$ cat src/rtl/uart_rx_ctrl.sv
// uart_rx_ctrl: sequencing controller for a UART receiver.
//  - Generates the 16x oversample strobe s_tick from cfg_divisor.
//  - Gates the receiver through a small OFF/RUN/HOLD state machine.
//  - Buffers received bytes in a first-word-fall-through FIFO with a
//    valid/ready drain port.
//  - Keeps sticky overrun / frame error flags.
//  - Pulses idle_timeout when buffered data has sat untouched for a while.
// Optional feature: define UART_RX_CTRL_STATS_EN to build the 16-bit
// accepted-byte counter on rx_count; otherwise rx_count is tied to 0.
module uart_rx_ctrl #(
  parameter int DIV_W         = 16,
  parameter int FIFO_DEPTH    = 8,
  parameter int TIMEOUT_CHARS = 4
) (
  input  logic                          clk,
  input  logic                          rstN,
  input  logic                          cfg_enable,
  input  logic [DIV_W-1:0]              cfg_divisor,
  output logic                          s_tick,
  output logic                          rx_enabled,
  input  logic                          rx_busy,
  input  logic                          rx_done,
  input  logic                          rx_err,
  input  logic [7:0]                    rx_data,
  output logic                          m_valid,
  input  logic                          m_ready,
  output logic [7:0]                    m_data,
  output logic [$clog2(FIFO_DEPTH):0]   fifo_count,
  output logic                          overrun,
  output logic                          frame_err,
  input  logic                          err_clr,
  output logic                          idle_timeout,
  output logic [15:0]                   rx_count,
  output logic [1:0]                    dbg_state
);

  localparam int AW         = $clog2(FIFO_DEPTH);
  localparam int CW         = AW + 1;
  // One character is 10 bits of 16 oversample ticks each.
  localparam int IDLE_LIMIT = TIMEOUT_CHARS * 160;
  localparam int IW         = $clog2(IDLE_LIMIT + 1);

  localparam logic [1:0] ST_OFF  = 2'd0;
  localparam logic [1:0] ST_RUN  = 2'd1;
  localparam logic [1:0] ST_HOLD = 2'd2;

  // ---------------------------------------------------------------------
  // Tick generator
  // ---------------------------------------------------------------------
  logic [DIV_W-1:0] tick_cnt_q, tick_cnt_d;
  logic             s_tick_q, s_tick_d;

  // Count clk cycles up to cfg_divisor; ">=" makes a lowered divisor wrap at once.
  always_comb begin
    tick_cnt_d = '0;
    s_tick_d   = 1'b0;
    if (cfg_enable) begin
      if (tick_cnt_q >= cfg_divisor) begin
        tick_cnt_d = '0;
        s_tick_d   = 1'b1;
      end else begin
        tick_cnt_d = tick_cnt_q + DIV_W'(1);
      end
    end
  end

  // Tick counter and registered strobe.
  always_ff @(posedge clk) begin
    if (!rstN) begin
      tick_cnt_q <= '0;
      s_tick_q   <= 1'b0;
    end else begin
      tick_cnt_q <= tick_cnt_d;
      s_tick_q   <= s_tick_d;
    end
  end

  assign s_tick = s_tick_q;

  // ---------------------------------------------------------------------
  // FIFO
  // Drain handshake: a byte leaves the FIFO in every cycle where m_valid
  // and m_ready are both high at the clock edge; m_valid and m_data never
  // depend on m_ready, and m_data holds the head until it is accepted.
  // ---------------------------------------------------------------------
  logic [7:0]    mem_q [FIFO_DEPTH];
  logic [AW-1:0] wr_ptr_q, wr_ptr_d;
  logic [AW-1:0] rd_ptr_q, rd_ptr_d;
  logic [CW-1:0] count_q, count_d;
  logic          fifo_full;
  logic          fifo_empty;
  logic          push_req;
  logic          push_acc;
  logic          pop;
  logic          drop;

  assign fifo_full  = (count_q == CW'(FIFO_DEPTH));
  assign fifo_empty = (count_q == '0);
  // A byte flagged with a frame error is never buffered.
  assign push_req   = rx_done && !rx_err;
  assign pop        = !fifo_empty && m_ready;
  // A full FIFO still takes a byte when the head leaves in the same cycle.
  assign push_acc   = push_req && (!fifo_full || pop);
  assign drop       = push_req && fifo_full && !pop;

  // Pointer and occupancy update; pointers wrap naturally (depth is a power of 2).
  always_comb begin
    wr_ptr_d = wr_ptr_q;
    rd_ptr_d = rd_ptr_q;
    count_d  = count_q;
    if (push_acc) wr_ptr_d = wr_ptr_q + AW'(1);
    if (pop)      rd_ptr_d = rd_ptr_q + AW'(1);
    case ({push_acc, pop})
      2'b10:   count_d = count_q + CW'(1);
      2'b01:   count_d = count_q - CW'(1);
      default: count_d = count_q;
    endcase
  end

  // FIFO control registers.
  always_ff @(posedge clk) begin
    if (!rstN) begin
      wr_ptr_q <= '0;
      rd_ptr_q <= '0;
      count_q  <= '0;
    end else begin
      wr_ptr_q <= wr_ptr_d;
      rd_ptr_q <= rd_ptr_d;
      count_q  <= count_d;
    end
  end

  // FIFO storage; contents are meaningless while empty so it has no reset.
  always_ff @(posedge clk) begin
    if (push_acc) mem_q[wr_ptr_q] <= rx_data;
  end

  assign m_valid    = !fifo_empty;
  assign m_data     = fifo_empty ? 8'h00 : mem_q[rd_ptr_q];
  assign fifo_count = count_q;

  // ---------------------------------------------------------------------
  // Sticky error flags
  // ---------------------------------------------------------------------
  logic overrun_q, overrun_d;
  logic frame_err_q, frame_err_d;

  // A new error event takes priority over a simultaneous clear.
  always_comb begin
    overrun_d   = overrun_q;
    frame_err_d = frame_err_q;
    if (drop)         overrun_d = 1'b1;
    else if (err_clr) overrun_d = 1'b0;
    if (rx_err)       frame_err_d = 1'b1;
    else if (err_clr) frame_err_d = 1'b0;
  end

  // Error flag registers.
  always_ff @(posedge clk) begin
    if (!rstN) begin
      overrun_q   <= 1'b0;
      frame_err_q <= 1'b0;
    end else begin
      overrun_q   <= overrun_d;
      frame_err_q <= frame_err_d;
    end
  end

  assign overrun   = overrun_q;
  assign frame_err = frame_err_q;

  // ---------------------------------------------------------------------
  // Receiver gating FSM
  // ---------------------------------------------------------------------
  logic [1:0] state_q, state_d;

  // A frame in progress (rx_busy) is always allowed to finish before gating.
  always_comb begin
    state_d = state_q;
    case (state_q)
      ST_OFF: begin
        if (cfg_enable) state_d = ST_RUN;
      end
      ST_RUN: begin
        if (!cfg_enable && !rx_busy)     state_d = ST_OFF;
        else if (fifo_full && !rx_busy) state_d = ST_HOLD;
      end
      ST_HOLD: begin
        if (!cfg_enable)                          state_d = ST_OFF;
        else if (count_q < CW'(FIFO_DEPTH))       state_d = ST_RUN;
      end
      default: state_d = ST_OFF;
    endcase
  end

  // FSM state register.
  always_ff @(posedge clk) begin
    if (!rstN) state_q <= ST_OFF;
    else       state_q <= state_d;
  end

  assign rx_enabled = (state_q == ST_RUN);
  assign dbg_state  = state_q;

  // ---------------------------------------------------------------------
  // Idle timeout
  // ---------------------------------------------------------------------
  logic [IW-1:0] idle_cnt_q, idle_cnt_d;
  logic          idle_fired_q, idle_fired_d;
  logic          idle_pulse_q, idle_pulse_d;

  // Count s_ticks while data waits with no new arrivals; fire once per burst.
  always_comb begin
    idle_cnt_d   = idle_cnt_q;
    idle_fired_d = idle_fired_q;
    idle_pulse_d = 1'b0;
    if (fifo_empty || push_acc) begin
      idle_cnt_d   = '0;
      idle_fired_d = 1'b0;
    end else if (s_tick_q && !idle_fired_q) begin
      if (idle_cnt_q == IW'(IDLE_LIMIT - 1)) begin
        idle_cnt_d   = '0;
        idle_fired_d = 1'b1;
        idle_pulse_d = 1'b1;
      end else begin
        idle_cnt_d = idle_cnt_q + IW'(1);
      end
    end
  end

  // Idle timer registers.
  always_ff @(posedge clk) begin
    if (!rstN) begin
      idle_cnt_q   <= '0;
      idle_fired_q <= 1'b0;
      idle_pulse_q <= 1'b0;
    end else begin
      idle_cnt_q   <= idle_cnt_d;
      idle_fired_q <= idle_fired_d;
      idle_pulse_q <= idle_pulse_d;
    end
  end

  assign idle_timeout = idle_pulse_q;

  // ---------------------------------------------------------------------
  // Accepted-byte statistics
  // ---------------------------------------------------------------------
`ifdef UART_RX_CTRL_STATS_EN
  logic [15:0] rx_count_q, rx_count_d;

  // Count every byte that entered the FIFO; wraps at 16 bits, unaffected by err_clr.
  always_comb begin
    rx_count_d = rx_count_q;
    if (push_acc) rx_count_d = rx_count_q + 16'd1;
  end

  // Statistics register.
  always_ff @(posedge clk) begin
    if (!rstN) rx_count_q <= '0;
    else       rx_count_q <= rx_count_d;
  end

  assign rx_count = rx_count_q;
`else
  assign rx_count = 16'h0000;
`endif

endmodule
$ cat config.mk
export PLATFORM = sky130hd
export DESIGN_NAME = uart_rx_ctrl
export DESIGN_NICKNAME = d
export VERILOG_FILES = /design/src/rtl/uart_rx_ctrl.sv
export SDC_FILE = /design/constraint.sdc
export NUM_CORES = 1
export LEC_CHECK = 0
export CELL_PAD_IN_SITES_DETAIL_PLACEMENT = 1
export CELL_PAD_IN_SITES_GLOBAL_PLACEMENT = 1
export CORE_MARGIN = 8
export CORE_UTILIZATION = 48
export DETAILED_ROUTE_END_ITERATION = 10
export GPL_TIMING_DRIVEN = 0
export PLACE_DENSITY = 0.95
export SYNTH_ARGS = -nofsm -noshare
export SYNTH_HDL_FRONTEND = slang
export SYNTH_SLANG_ARGS = --single-unit
export TNS_END_PERCENT = 50
$ cat constraint.sdc
create_clock -name clk -period 7.4 [get_ports clk]
set_clock_uncertainty 0.2 [all_clocks]
set_input_delay 1.48 -clock clk [delete_from_list [all_inputs] [get_ports clk]]
set_output_delay 1.48 -clock clk [all_outputs]
set_load 0.01 [all_outputs]
## After elaboration in Yosys (flattened, before gate mapping)

Memories as Yosys holds them, arrays and structs flattened. A register that Yosys moved wholly into a read port is not among the register bits.
Index checks and enable logic that the tools add are counted.

- Register bits: 43
- RAM bits: 64
- Input port bits: 32
- Memories: 1

Memory list:

| memory | words | width | read ports | clocked after Yosys merged registers in | wr ports | line | source |
|---|---|---|---|---|---|---|---|
| mem_q | 8 | 8 | 1 | 1 | 1 | 86 | `logic [7:0] mem_q [FIFO_DEPTH];` |

- $add $sub $neg: 6
- Magnitude comparators: 2
- Equal/unequal tests: 9
- Mux-type cells: 18
- Bitwise operators: 3
- Reduce and logical (&&, ||, !) cells: 28

Operators by type and width:

| cell | count |
|---|---|
| adder 16 x 1 -> 16 bit (second input constant) | 1 |
| greater-or-equal comparator 16 bit | 1 |
| adder 10 x 1 -> 10 bit (second input constant) | 1 |
| == test 10 bit (second input constant) | 1 |
| two-way mux 10 bit | 1 |
| two-way mux 2 bit | 5 |
| logical AND 1 bit | 8 |
| two-way mux 8 bit | 1 |
| case mux 4 bit (2 select lines) | 1 |
| zero test 1 bit | 7 |
| two-way mux 1 bit | 7 |
| adder 3 x 1 -> 3 bit (second input constant) | 2 |
| two-way mux 3 bit | 2 |
| case mux 2 bit (3 select lines) | 1 |
| nonzero test 2 bit | 3 |
| OR reduction 3 bit | 2 |
| adder 4 x 1 -> 4 bit (second input constant) | 1 |
| == test 2 x 1 -> 1 bit (second input constant) | 2 |
| == test 2 bit (second input constant) | 2 |
| == test 4 bit (second input constant) | 1 |
| zero test 4 bit | 1 |
| < comparator 4 bit (second input constant) | 1 |
| AND reduction 2 bit | 2 |
| subtractor 4 x 1 -> 4 bit (second input constant) | 1 |
| other kinds (8) | 11 |

## Depth between registers and ports, before layout

Gate-level depths: netlist (run 1).

- Depth in word-level cells: 7
- Depth in mapped cells: 10

## Least setup slack after synthesis (run 1)

OpenSTA, ideal clock, no wires.

- Path kind: input -> register
- Start point: in rx_done
- End point: mem mem_q[2][0] (enable)
- Data arrival time: 2952 ps
- Setup slack: 3850 ps
- Stages: 3
- Cells stage by stage: nor2b_1 -> o21ai_4 -> nor4b_1

- Word-level cells in the longest chain between the ends: 4

RTL lines:

| item | line | source |
|---|---|---|
| start: declaration | 22 | `input logic rx_done,` |
| logical AND 1 bit | 100 | `assign push_req = rx_done && !rx_err;` |
| logical AND 1 bit | 103 | `assign push_acc = push_req && (!fifo_full \|\| pop);` |
| two-way mux 1 bit | 135 | `if (push_acc) mem_q[wr_ptr_q] <= rx_data;` |
| two-way mux 1 bit (implied by the code) | 135 |  |
| end: declaration | 86 |  |

Every way passes these cells.

==> run summary, run 1 <==
Run status -> finished clean
Met1 GRT Util -> 20.0%
Antenna violations before repair -> 0
Share of cells above drive strength 1 -> 13.8%
Synth Register Bits -> 110
Met3 usage in global routing -> 3.68%
Reg area -> 0.00284 mm^2
DR vias -> 3508
CP bufs+invs -> 3
Routed vias/inst -> 5.59
Clock Latency Late Sink -> 0.38 ns
Multi-input logic area -> 0.00207 mm^2
Clk sinks -> 110
WHS Endpoint -> overrun$_SDFFE_PN0P_
Clock Tree Buf Depth -> 2
Worst hold start -> overrun$_SDFFE_PN0P_
Max cap viols -> 0
Post-synthesis mux area share -> 9.24%
Worst setup EP type -> output pin
CP Max Fanout -> 10
Post-synthesis area per instance -> 12.5 um^2
CP Cell Sequence -> clkbuf_1, clkbuf_1, mux4_2, mux2i_1, nor2_1, clkdlybuf4s50_1
Core Footprint -> 0.0103 mm^2
FF-to-FF path depth -> 10
Largest family of logic cells by synthesized area -> simple AND/OR/NAND/NOR gates
# resized after CTS -> 0
Final setup violation count -> 0
CP required -> 5.72 ns
Post-CTS Repair Setup Buffers -> 0
Mapped cell area -> 0.00509 mm^2
First-pass GRT wire length -> 20800 um
Worst setup path class -> flip-flop to output pin
CP max stage cell -> clkbuf_1
WHS Path Cells -> 2
Worst R2R End -> fifo_count[3]$_SDFFE_PN0P_
Synth async-reset ratio -> 0%
Critical path's most frequent cell -> clkbuf_1
# fillers -> 1067
Die Area -> 0.0142 mm^2
CTS Buf Count -> 9
Initial Util -> 49.3%
Primary FF master, synth -> edfxtp_1
Nets -> 542
CTS Root Cell -> clkbuf_8
Initial drt markers -> 182
Min-delay worst type -> flip-flop to flip-flop
Simple-gate share of the synthesized area -> 14.3%
Die X -> 119 um
Synth warn -> 0
Final wirelength -> 12800 um
Antenna Diode Count -> 0
Largest net degree at the start of global routing -> 21
EDFF count, synth -> 64
Cell taking the most area after synthesis -> edfxtp_1
Worst r2r src -> fifo_count[3]$_SDFFE_PN0P_
H-tree levels -> 3
Die height -> 119 um
Synth Area in XOR/XNOR -> 4.99%
Final Slew Violations -> 0
FF-to-FF setup slack -> 3.62 ns
Final setup TNS -> 0 ns
Post-route ant nets -> 0
GRT Total Usage -> 18.4%
Top cell type's share of synthesized area -> 37.7%
Via count of the first global-routing pass -> 3949
CTS clk-pin slew, worst paths -> 0.12 ns
CP delay by family, top -> buffers and inverters
Slew @ Worst Pin -> 1.26 ns
Critical path launch point type -> flip-flop
GP Congestion -> 0.793
Total grt overflow -> 0
Port Buffer Count -> 50
PwrDens -> 258 mW/mm^2
Met2 global-route usage -> 33.4%
Boundary Pins -> 68
Adder-Cell Fraction of Synth Area -> 6.05%
Compound-gate portion of the synthesized area -> 4.23%
Hpwl dp -> 9350 um
Most used routing layer -> met2
Critical Path AT -> 2.84 ns
CTS tree -> done
Fin crit share -> 61.0%
Area Overhead vs Synth -> 19.4%
Post-synthesis sequential area ratio -> 55.8%
FP Rows -> 37
Netlist cell types -> 47
CP peak stage delay -> 0.58 ns
DRT Pass-1 Iters -> 4
Final Hold Violating Endpoints -> 0
Max frequency -> 221 MHz
Slew HR -> 15.6%
Leak -> 2.16 nW
Top post-synthesis cells by area -> edfxtp_1 38%, dfxtp_1 18%, mux4_2 7.1%, ha_1 5.7%, xnor2_1 2.9%
Final min period -> 4.52 ns
Most numerous cell in the Yosys netlist -> edfxtp_1
Hold-fix buffers, CTS -> 0
Mapped Cells -> 407
Setup WS pre-CTS -> 2.77 ns
Commonest cells post-synth -> 64 x edfxtp_1, 46 x dfxtp_1, 29 x nor2_1
RSZ-0062 raised after global routing -> false
Final worst slack -> 2.88 ns
Residual DRC -> 0
Wire per inst -> 20.3 um
Max VDD drop -> 125 uV
==> power by group <==
group	switching [mW]	internal (mW)
logic	0.257	0.244
clock network	0.223	0.141
registers	0.0296	0.671
total	0.510	1.06
==> state kept, by name, summed over array words and instances (netlist names), named ones only <==
signal        count
tick_cnt_q       16
s_tick            1
wr_ptr_q          3
fifo_count        4
frame_err         1
overrun           1
idle_cnt_q       10
idle_fired_q      1
mem_q            64
idle_timeout      1
dbg_state         2
rd_ptr_q          3
==> stage by stage <==
stage                     util [%]  hold slack [ns]  instances  cell area [um^2]  total power, mW
after floorplan                  -            0.244        422              5150            0.997
after global placement        56.4            0.264        608              5820             1.18
after detailed placement      56.8            0.299        611              5860             1.21
after CTS                     58.7            0.325        627              6060             1.58
after global routing          58.9            0.354        627              6080             1.64
final                         58.9            0.318        627              6080             1.57
==> worst reg2reg max path, delay by kind of cell (launching register included) <==
family | cells | cell delay (ns)
AND/OR/NAND/NOR | 2 | 1.32
adder cells (fa/ha/maj) | 2 | 0.57
multiplexers | 2 | 0.46
flip-flops | 1 | 0.44
AO/OA/AOI/OAI | 2 | 0.41
buffers and inverters | 2 | 0.31
==> cell families (layout without fill, tap and decap cells) <==
family | count (synthesis) | after routing
and+or+nand+nor | 131 | 131
DFF | 110 | 110
buffers and inverters | 55 | 124
AOI/OAI and AO/OA | 30 | 30
xor gates and xnor gates | 29 | 29
muxes | 27 | 27
adders and majority gates | 24 | 24
other | 1 | 16
==> layout make-up <==
cell class	instances	share of cell area (%)
plain buffers	30	2.90
clock buffers	10	2.26
clock inverters	6	1.01
inverters	25	1.54
multi-input cells	257	34.1
flip-flops and latches	110	46.8
well taps	136	2.80
repair buffers	53	8.60
==> metal layers <==
layer,vias up,share of wire [%]
li1,1619,-
met2,96,53
met1,1762,40
met4,0,2.8
met5,-,0
met3,31,4.2
==> worst max-delay path by stage <==
stage                                  to  slack, ns  cells after the start
global route                    m_data[6]       2.78                      6
floorplan           mem_q[2][0]$_DFFE_PP_       3.85                      3
finish                          m_data[6]       2.88                      6
detailed placement  mem_q[5][0]$_DFFE_PP_       2.77                      4
global placement    mem_q[1][7]$_DFFE_PP_       2.62                      4
CTS                             m_data[3]       2.85                      6
==> cell usage in the layout (no fill, tap or decap), types with 17 or more instances in the layout <==
master	instances
nand2_1	20
nor4_1	19
nor2_1	29
edfxtp_1	64
clkdlybuf4s50_1	50
xnor2_1	17
ha_1	23
buf_4	19
inv_1	24
dfxtp_1	46
Note: power is estimated with default switching activity, not from simulation.
==> run 2, diff against run 1 <==
Settings changed: CORE_UTILIZATION 48 to 40, PLACE_DENSITY 0.95 to 0.86.
Clock period 7.4 ns to 3.7 ns, I/O delays scaled along.
==> run 2 against run 1 <==
- clock power grew to 2.5 times the previous value
- largest power group unchanged
- setup slack worse by 2.7 ns
- global-route usage is 3.1 points lower
- largest cell class unchanged
- utilization is 9.2 points lower
- die area is 17% higher
- final cell count is 5.7% higher
- non-clock buffer count stayed put
- highest routed layer unchanged
==> run summary, run 2 (synthesized netlist as in run 1, its figures left out) <==
Slew @ Worst Pin -> 0.935 ns (-0.321 ns)
Total grt overflow -> 0 (unchanged)
Min-delay worst type -> flip-flop to flip-flop
Wire per inst -> 18.2 um (-11%)
Initial drt markers -> 199 (+9.3%)
CTS tree -> done
CP Max Fanout -> 10 (unchanged)
Routed vias/inst -> 5.09 (-9.1%)
CP endpoint -> m_data[5]
FP Rows -> 41 (+11%)
Largest net degree at the start of global routing -> 20 (-4.8%)
Area Overhead vs Synth -> 22.0%
Fin crit share -> 95.1%
Worst hold start -> idle_fired_q$_SDFFE_PP0P_
Clock Tree Buf Depth -> 2 (unchanged)
Final setup violation count -> 0 (unchanged)
Final core utilization -> 49.6% (-9.2 points)
FF-to-FF path depth -> 10 (unchanged)
H-tree levels -> 3 (unchanged)
Most flops, register -> mem_q
Final Hold Violating Endpoints -> 0 (unchanged)
Antenna violations before repair -> 0 (unchanged)
Final setup TNS -> 0 ns (unchanged)
Top Registers -> mem_q x64, tick_cnt_q x16, idle_cnt_q x10
Max VDD drop -> 222 uV (+78%)
Run status -> finished clean
Slew HR -> 37.4% (+22 points)
CTS Root Cell -> clkbuf_16
CP required -> 2.76 ns (-2.96 ns)
Worst R2R End -> fifo_count[3]$_SDFFE_PN0P_
Design Power -> 3.31 mW (+110%)
Critical Path AT -> 2.58 ns (-0.26 ns)
Boundary Pins -> 68 (unchanged)
Nets -> 542 (unchanged)
Residual DRC -> 0 (unchanged)
Final wirelength -> 12100 um (-5.5%)
Final Slew Violations -> 0 (unchanged)
DRT Pass-1 Iters -> 4 (unchanged)
Die X -> 129 um (+8.3%)
Share of cells above drive strength 1 -> 13.6% (-0.20 points)
Number of cells after detailed placement -> 647 (+5.9%)
Via count of the first global-routing pass -> 3774 (-4.4%)
Worst r2r src -> fifo_count[3]$_SDFFE_PN0P_
Final min period -> 3.52 ns
Finished Cell Area -> 0.00621 mm^2 (+2.2%)
CTS Buf Count -> 9 (unchanged)
Clock Latency Late Sink -> 0.34 ns (-0.04 ns)
Post-DP Area -> 0.00592 mm^2 (+1.0%)
Layout Cells excl Fill -> 663 (+5.7%)
Hpwl dp -> 9010 um (-3.7%)
Max frequency -> 284 MHz
CTS clk-pin slew, worst paths -> 0.07 ns (-0.05 ns)
Clk sinks -> 110 (unchanged)
Commonest non-fill, non-tap cell in the layout -> edfxtp_1
GRT Total Usage -> 15.3% (-3.1 points)
Initial Util -> 40.7% (-8.6 points)
Port Buffer Count -> 50 (unchanged)
DR vias -> 3373 (-3.8%)
GP Congestion -> 0.796 (+0.37%)
Max cap viols -> 0 (unchanged)
Antenna Diode Count -> 0 (unchanged)
First-pass GRT wire length -> 19600 um (-5.6%)
Critical path launch point type -> flip-flop
Post-route ant nets -> 0 (unchanged)
Core Footprint -> 0.0125 mm^2 (+21%)
Die Area -> 0.0166 mm^2 (+17%)
Commonest non-fill, non-tap cells in the layout -> 64 x edfxtp_1, 50 x clkdlybuf4s50_1, 46 x dfxtp_1
Worst setup EP type -> output pin
Post-CTS Repair Setup Buffers -> 0 (unchanged)
RSZ-0062 raised after global routing -> false
PwrDens -> 533 mW/mm^2 (+110%)
Die height -> 129 um (+8.3%)
Max FFs per register -> 64 (unchanged)
Worst setup path class -> flip-flop to output pin
FF-to-FF setup slack -> 0.41 ns (-3.21 ns)
Leak -> 2.21 nW (+2.0%)
## run 2: cell types whose count changed in the layout (fill, tap and decap cells not counted), sizes merged
| cell | delta |
|---|---|
| clkinvlp | -1 |
| buf | -1 |
| inv | -1 |
| clkbuf | +2 |
| clkinv | +1 |
## run 2: worst max-delay path, cell delays in order (launching register included)
cell	delay, ns
dfxtp_1	0.31
buf_2	0.25
clkbuf_4	0.36
mux4_2	0.54
mux2i_1	0.17
nor2_1	0.08
clkdlybuf4s50_1	0.52
## run 2: where the power goes
part           internal (mW)  switching [mW]
Clock                  0.468           0.443
Combinational          0.498           0.498
Sequential              1.34          0.0622
## run 2: routing by layer
metal  up-vias  part of all wire, %  GRT usage (%)
met5         -                    0              0
met4         0                 0.99           4.35
met3         9                  4.3           4.10
met2        51                   54           28.5
met1      1697                   41           16.5
li1       1616                    -              -
## run 2: how the worst min path moves through the flow
stage                                end  slack [ns]  cells after the start
2_1_floorplan  idle_fired_q$_SDFFE_PP0P_        0.24                      2
3_3_place_gp   idle_fired_q$_SDFFE_PP0P_        0.26                      2
3_5_place_dp   idle_fired_q$_SDFFE_PP0P_        0.30                      2
4_1_cts        idle_fired_q$_SDFFE_PP0P_        0.31                      2
5_1_grt        idle_fired_q$_SDFFE_PP0P_        0.33                      2
6_report       idle_fired_q$_SDFFE_PP0P_        0.30                      2
## run 2: what timing repair did
item                                    in CTS  in global routing
endpoints found under the setup margin       9                  7
hold buffers                                 0                  0
resized for setup                            2                  1
endpoints found under the hold margin        0                  0
## run 2: stage by stage
stage	setup slack [ns]	hold slack [ns]
floorplan	0.803	0.244
global placement	-0.467	0.260
detailed placement	-0.0742	0.296
CTS	0.0237	0.307
global route	0.0151	0.327
finish	0.180	0.297
## run 2: cell type report
type / count / area, um^2
fillers: 1352 / 6300
flip-flops and latches: 110 / 2840
multi-input cells: 257 / 2080
repair buffers: 53 / 523
clock buffers: 11 / 233
well taps: 172 / 215
plain buffers: 30 / 180
inverters: 25 / 93.8
clock inverters: 5 / 43.8
